==> src/rtl/i2s_mix_sched.sv <==
// Per-frame voice scheduler/mixer feeding the I2S serializer's sample inputs.
// Optional feature: define MIX_SAT_EN to clamp the mixed sum instead of wrapping it.
module i2s_mix_sched #(
  parameter int unsigned NUM_SRC = 4,
  parameter int unsigned DW      = 24
) (
  input  logic                  clk,
  input  logic                  reset,
  input  logic                  load,
  input  logic [NUM_SRC-1:0]    src_req,
  input  logic [NUM_SRC*DW-1:0] src_l,
  input  logic [NUM_SRC*DW-1:0] src_r,
  output logic [NUM_SRC-1:0]    src_ack,
  input  logic                  mute,
  input  logic                  clr_ovr,
  output logic [DW-1:0]         l_data,
  output logic [DW-1:0]         r_data,
  output logic                  frame_busy,
  output logic [3:0]            active_cnt,
  output logic                  overrun
);

  localparam int unsigned IdxW = (NUM_SRC > 1) ? $clog2(NUM_SRC) : 1;
  localparam int unsigned AccW = DW + 3;

  typedef enum logic [1:0] {StIdle, StScan, StCommit} state_e;

  state_e            state_q, state_d;
  logic [IdxW-1:0]   idx_q, idx_d;
  logic [AccW-1:0]   acc_l_q, acc_l_d, acc_r_q, acc_r_d;
  logic [3:0]        cnt_q, cnt_d;
  logic [DW-1:0]     stg_l_q, stg_l_d, stg_r_q, stg_r_d;
  logic [3:0]        stg_cnt_q, stg_cnt_d;
  logic [DW-1:0]     l_q, l_d, r_q, r_d;
  logic [3:0]        act_q, act_d;
  logic              ovr_q, ovr_d;
  logic [DW-1:0]     sel_l, sel_r;

  function automatic logic [DW-1:0] reduce(input logic [AccW-1:0] a);
`ifdef MIX_SAT_EN
    // In range only when the guard bits all match the result's sign bit.
    if ((a[AccW-1:DW-1] == '0) || (a[AccW-1:DW-1] == '1)) begin
      return a[DW-1:0];
    end else if (a[AccW-1]) begin
      return {1'b1, {(DW-1){1'b0}}};
    end else begin
      return {1'b0, {(DW-1){1'b1}}};
    end
`else
    return a[DW-1:0];
`endif
  endfunction

  assign sel_l = src_l[idx_q*DW +: DW];
  assign sel_r = src_r[idx_q*DW +: DW];

  always_comb begin
    state_d   = state_q;
    idx_d     = idx_q;
    acc_l_d   = acc_l_q;
    acc_r_d   = acc_r_q;
    cnt_d     = cnt_q;
    stg_l_d   = stg_l_q;
    stg_r_d   = stg_r_q;
    stg_cnt_d = stg_cnt_q;
    l_d       = l_q;
    r_d       = r_q;
    act_d     = act_q;
    ovr_d     = ovr_q;
    src_ack   = '0;

    if (clr_ovr) ovr_d = 1'b0;
    if (load && (state_q != StIdle)) ovr_d = 1'b1;

    unique case (state_q)
      StIdle: begin
        if (load) begin
          l_d     = stg_l_q;
          r_d     = stg_r_q;
          act_d   = stg_cnt_q;
          acc_l_d = '0;
          acc_r_d = '0;
          cnt_d   = '0;
          idx_d   = '0;
          state_d = StScan;
        end
      end
      StScan: begin
        if (src_req[idx_q]) begin
          src_ack[idx_q] = 1'b1;
          acc_l_d = acc_l_q + {{3{sel_l[DW-1]}}, sel_l};
          acc_r_d = acc_r_q + {{3{sel_r[DW-1]}}, sel_r};
          cnt_d   = cnt_q + 4'd1;
        end
        idx_d = idx_q + 1'b1;
        if (idx_q == IdxW'(NUM_SRC - 1)) state_d = StCommit;
      end
      StCommit: begin
        stg_l_d   = mute ? '0 : reduce(acc_l_q);
        stg_r_d   = mute ? '0 : reduce(acc_r_q);
        stg_cnt_d = cnt_q;
        state_d   = StIdle;
      end
      default: state_d = StIdle;
    endcase
  end

  always_ff @(posedge clk or negedge reset) begin
    if (!reset) begin
      state_q   <= StIdle;
      idx_q     <= '0;
      acc_l_q   <= '0;
      acc_r_q   <= '0;
      cnt_q     <= '0;
      stg_l_q   <= '0;
      stg_r_q   <= '0;
      stg_cnt_q <= '0;
      l_q       <= '0;
      r_q       <= '0;
      act_q     <= '0;
      ovr_q     <= 1'b0;
    end else begin
      state_q   <= state_d;
      idx_q     <= idx_d;
      acc_l_q   <= acc_l_d;
      acc_r_q   <= acc_r_d;
      cnt_q     <= cnt_d;
      stg_l_q   <= stg_l_d;
      stg_r_q   <= stg_r_d;
      stg_cnt_q <= stg_cnt_d;
      l_q       <= l_d;
      r_q       <= r_d;
      act_q     <= act_d;
      ovr_q     <= ovr_d;
    end
  end

  assign l_data     = l_q;
  assign r_data     = r_q;
  assign active_cnt = act_q;
  assign overrun    = ovr_q;
  assign frame_busy = (state_q != StIdle);

endmodule

==> config.mk <==
export PLATFORM = sky130hd
export DESIGN_NAME = i2s_mix_sched
export DESIGN_NICKNAME = d
export VERILOG_FILES = /design/src/rtl/i2s_mix_sched.sv
export SDC_FILE = /design/constraint.sdc
export NUM_CORES = 1
export LEC_CHECK = 0
export CAP_MARGIN = 10
export CORE_ASPECT_RATIO = 0.5
export CORE_MARGIN = 4
export CORE_UTILIZATION = 46
export CTS_BUF_LIST = sky130_fd_sc_hd__clkbuf_4 sky130_fd_sc_hd__clkbuf_8
export DETAILED_ROUTE_END_ITERATION = 8
export GPL_TIMING_DRIVEN = 1
export PLACE_DENSITY = 0.84
export SYNTH_ARGS = -nofsm -noshare
export SYNTH_HDL_FRONTEND = slang
export SYNTH_SLANG_ARGS = --single-unit
export TNS_END_PERCENT = 20
==> constraint.sdc <==
create_clock -name clk -period 3.3 [get_ports clk]
set_input_delay 0.33 -clock clk [delete_from_list [all_inputs] [get_ports clk]]
set_output_delay 0.33 -clock clk [all_outputs]
set_load 0.03 [all_outputs]
* Word level (Yosys, flattened, before mapping)
Cells that the tools add are included.
** Word-level totals
- Bits in registers :: 167
- Logic and storage cells :: 60
- Output and inout bits :: 58
- Input bits :: 201
** Cells by class
- Muxes and demuxes :: 23
- Multipliers :: 1
- Magnitude comparators :: 2
- Equal/unequal tests :: 6
- $add $sub $neg :: 4
- Reduce and logical (&&, ||, !) cells :: 10
- Shift operators :: 2
** Operator list (number)
- 96-bit by 8-bit variable part select with 24-bit output :: 2
- 27-bit one-hot mux with 2 select lines :: 2
- 27-bit 2-to-1 mux :: 3
- 27-bit adder :: 2
- 24-bit 2-to-1 mux :: 2
- 4-bit 2-to-1 mux :: 4
- 2-bit one-hot mux with 2 select lines :: 2
- 4-bit one-hot mux with 2 select lines :: 1
- 2-bit 2-to-1 mux :: 3
- 2-bit != test (second input constant) :: 3
- 2-bit AND reduction :: 3
- 2-bit nonzero test :: 3
- 4-bit by 1-bit adder with 4-bit output (second input constant) :: 1
- 2-bit == test (second input constant) :: 2
- 2-bit by 2-bit multiplier with 4-bit output (second input constant) :: 1
- 1-bit 2-to-1 mux :: 4
- 2-bit by 3-bit less-than comparator with 1-bit output (second input constant) :: 1
- 3-bit AND reduction :: 1
- 2-bit by 1-bit adder with 2-bit output (second input constant) :: 1
- 1-bit binary-select mux with 2-bit select :: 1
- 1-bit demux with 2-bit select :: 1
- 2-bit by 1-bit == test with 1-bit output (second input constant) :: 1
- 2-bit by 1-bit >= comparator with 1-bit output (second input constant) :: 1
- 1-bit logical AND :: 2
- 2-bit zero test :: 1

* Longest topological paths before layout
- Depth in word-level cells :: 6
- Mapped depth :: 14
- Depth with buffers taken out :: 12

* Least setup slack after synthesis
OpenSTA, ideal clock, no wires.
- Path type :: register to register
- From :: register idx_q[0]
- To :: register acc_r_q[23]
- Arrival time :: 3517 ps
- Data required time :: 3232 ps
- Path buffers :: 2
- Path slack :: -286 ps
- Setup time :: 68 ps
- Stages on the path, launching flop included :: 13
- Period minus slack after synthesis :: 3586 ps
- Cells stage by stage :: dfrtp_1 > buf_2 > buf_1 > mux4_2 > ha_1 > nand4_1 > o21ai_0 > or3b_1 > o211ai_2 > o211ai_1 > a211o_1 > a311o_1 > nand3_1
** On the way
- Longest elaborated chain between the ends :: 5
- Elaborated cells on any way between the ends :: 9
- Classes of those cells :: add/sub: 1; mul: 1; eq/ne: 1; shift: 1; mux: 4; reduce/logical: 1
** Ends and longest elaborated chain
- from (decl) :: line 29 : logic [IdxW-1:0] idx_q, idx_d;
- from (signal assigned) :: line 124 : idx_q <= idx_d;
- 2-bit by 2-bit multiplier with 4-bit output :: line 55 : assign sel_r = src_r[idx_q*DW +: DW];
- 96-bit by 8-bit variable part select with 24-bit output :: line 55
- 27-bit adder :: line 92 : acc_r_d = acc_r_q + {{3{sel_r[DW-1]}}, sel_r};
- 27-bit 2-to-1 mux :: line 89 : if (src_req[idx_q]) begin
- 27-bit one-hot mux with 2 select lines :: line 75 : unique case (state_q)
- to (signal assigned) :: line 126 : acc_r_q <= acc_r_d;
- to (decl) :: line 30 : logic [AccW-1:0] acc_l_q, acc_l_d, acc_r_q, acc_r_d;
Several ways; a longest one is shown, not always the timed one. The select of a mux whose other input is x is not followed.
A chain may end at the register's enable or synchronous reset.

* Worst setup path after layout
- From :: register idx_q[0]
- To :: register acc_r_q[18]
The elaborated chain is that of the path after synthesis.

==> metrics.txt <==
outcome complete, but fails checks; failing checks negative setup slack; synthesized instance count 1026; row count 37; PnR worst setup slack -0.09973 ns; synth top area cells dfrtp_1 41%, mux4_2 11%, nand2_1 9.7%; I/O Buffers 258; Final Instance Area 14070 µm²; htree depth 4; Core Region 20740 µm²; layout cell share with drive strength beyond 1 19.10%; worst hold slack 0.2951 ns; clk slew on worst S/H paths 0.09 ns; Synth Register Bits 161; worst slack at placement -0.2283 ns; critical path arrival 3.75 ns; skew final 0.01215 ns; GRT busiest layer met2; area share of the largest cell type after synthesis 41.18%; CTS max path bufs 2; Die X 214.2 µm; RSZ-0062 raised after global routing true; Setup-failing EPs final 10; global-route wire length before repair 47130 µm; HPWL after DPL 22250 µm; setup TNS -0.4537 ns; Hold Crit Class in2async; Post-synth EDFFs 0; TritonCTS clock tree done; Slew @ Worst Pin 1.079 ns; Cell Area, Synth 9783 µm²; Hold Violations, Final 0; max-cap viol count 0; fin. max-slew vios 0; All-Layer GR Usage 24.33%; Iteration-0 DRC Markers 678; TritonRoute pass-1 iters 7; met2 Usage GRT 40.68%; detailed-route DRC error count 0; Final GP Congestion 0.9319; syn_nets 1280; largest net degree at the start of global routing 95; CTS root buffer clkbuf_8; Fmax 294.1 MHz; sequential-to-total area share from yosys stat 41.18%; die height 111.1 µm; Sink Count 161; Top FF cell, synth dfrtp_1; CTS Buf Count 17; Starting Density 47.17%; Tmin final 3.400 ns; routed via count 9203; Peak VDD IR 0.4478 mV; Pwr Density 1036 nW/µm²; initial antenna violation count 0; Yosys warning total 0; Crit Path Max Fanout 5; I/O Pins 259; Critical Path Source idx_q[0]; crit end category flop; Critical Path RT 3.65 ns; dpl cells 1576; Routed WL per cell 18.39 µm; Crit Path Category reg2reg; CP startpoint kind flop; Non-Filler Instances 1634; Final Net Count 1603; vias in the first global route 9363; Core Util, Final 67.86%; Cell variety after synth 62; synthesized area per cell 9.535 µm²; Power, Total 14.58 mW; GRT met1 Usage 31.76%; ANT nets after route 0; share of flip-flops with an asynchronous set or reset 100.0%; reg2reg start idx_q[0]; vias per std cell 5.632; Leak 6.265 nW; total congestion overflow 0; die area 23810 µm²; antenna cells 0; total routed wirelength 30060 µm; cell taking the most area after synthesis dfrtp_1; GR Layer Usage met3 4.737%; clk_lat worst skew 0.47 ns; Area Overhead vs Synth 43.85%; Placed Area 13120 µm²; relative slew slack 28.08%; final period utilization 103.0%
-- placed cells by master, fill, tap and decap left out, types with 15 or more instances in the layout --
cell type and instances:
dfrtp_1 159, nand2_1 248, nand2b_1 54, clkbuf_8 18, clkdlybuf4s50_1 257, nor2_1 15, nand3_1 46, o21ai_0 82
a21o_1 16, ha_1 35, xor2_1 18, a21oi_1 31, mux4_2 49, inv_1 21, buf_4 98
-- cell usage after synthesis, types with 10 or more instances --
cell type and number:
a21oi_1 40, o31ai_1 12, xnor2_1 10, clkbuf_1 45
ha_1 51, mux4_2 49, xor2_1 18, nor2_1 17
inv_1 23, nand2_1 252, o21ai_0 86, nor2b_1 10
dfrtp_1 161, a21o_1 16, nand3_1 47, nand2b_1 55
-- power by group --
group | switching (mW) | internal [mW] | total [mW] | leakage, nW
clock | 0.767 | 0.636 | 1.40 | 0.187
combinational | 5.11 | 4.58 | 9.69 | 3.95
sequential | 0.666 | 2.81 | 3.48 | 2.13
-- logic make-up after synthesis --
| kind of cell | synth area share, % |
|---|---|
| compound gates | 14.22 |
| xor+xnor | 2.507 |
| fa+ha+maj | 6.932 |
| buf+inv | 3.364 |
| flops | 41.18 |
| mux | 11.74 |
| simple gates | 20.05 |
-- critical path, cell delays in order, from the launching register on --
cell	delay [ns]
dfrtp_4	0.47
buf_8	0.16
mux4_2	0.55
ha_4	0.20
inv_2	0.06
fa_2	0.20
and2b_1	0.20
o211ai_1	0.24
a2bb2oi_2	0.11
a31o_1	0.21
a221o_1	0.35
buf_4	0.15
buf_4	0.12
o31ai_1	0.29
-- area by class of cell --
type | count | area, µm²
Fill cell | 1607 | 6666
Multi-Input combinational cell | 780 | 5764
Sequential cell | 161 | 4034
Timing Repair Buffer | 366 | 3477
Tap cell | 273 | 341.6
Clock buffer | 20 | 262.8
Clock inverter | 11 | 107.6
Inverter | 23 | 86.33
-- final timing paths --
check                                   end  slack (ns)  depth (start not counted)
worst min register to register   l_data[10]        0.47                          2
min in group clk                 l_data[10]        0.47                          2
worst max-delay path            acc_r_q[18]        -0.1                         13
worst max register to register  acc_r_q[18]        -0.1                         13
max in group asynchronous          idx_q[1]        2.17                          3
worst min-delay path             l_data[10]        0.30                          2
-- what timing repair did --
item / in CTS / in global routing
gates resized for setup: 35 / 33
hold buffers: 1 / 0
endpoints found under the hold margin: 24 / 0
pin swaps: 17 / 25
endpoints found under the setup margin: 16 / 22
setup buffers: 20 / 9
-- metal layers --
layer / vias to the layer above / wire (µm) / share of wire, %
met5: - / 0 / 0
li1: 4305 / - / -
met4: 0 / 952 / 3.2
met3: 69 / 1663 / 5.5
met2: 324 / 14470 / 48
met1: 4505 / 12970 / 43
-- registers in the layout (all words and copies together), names as in the netlist --
name / flops
acc_l_q: 24
r_data: 24
stg_l_q: 24
acc_r_q: 24
overrun: 1
idx_q: 2
l_data: 24
stg_r_q: 24
active_cnt: 4
state_q: 2
cnt_q: 4
stg_cnt_q: 4
(Power assumes the default switching activity.)
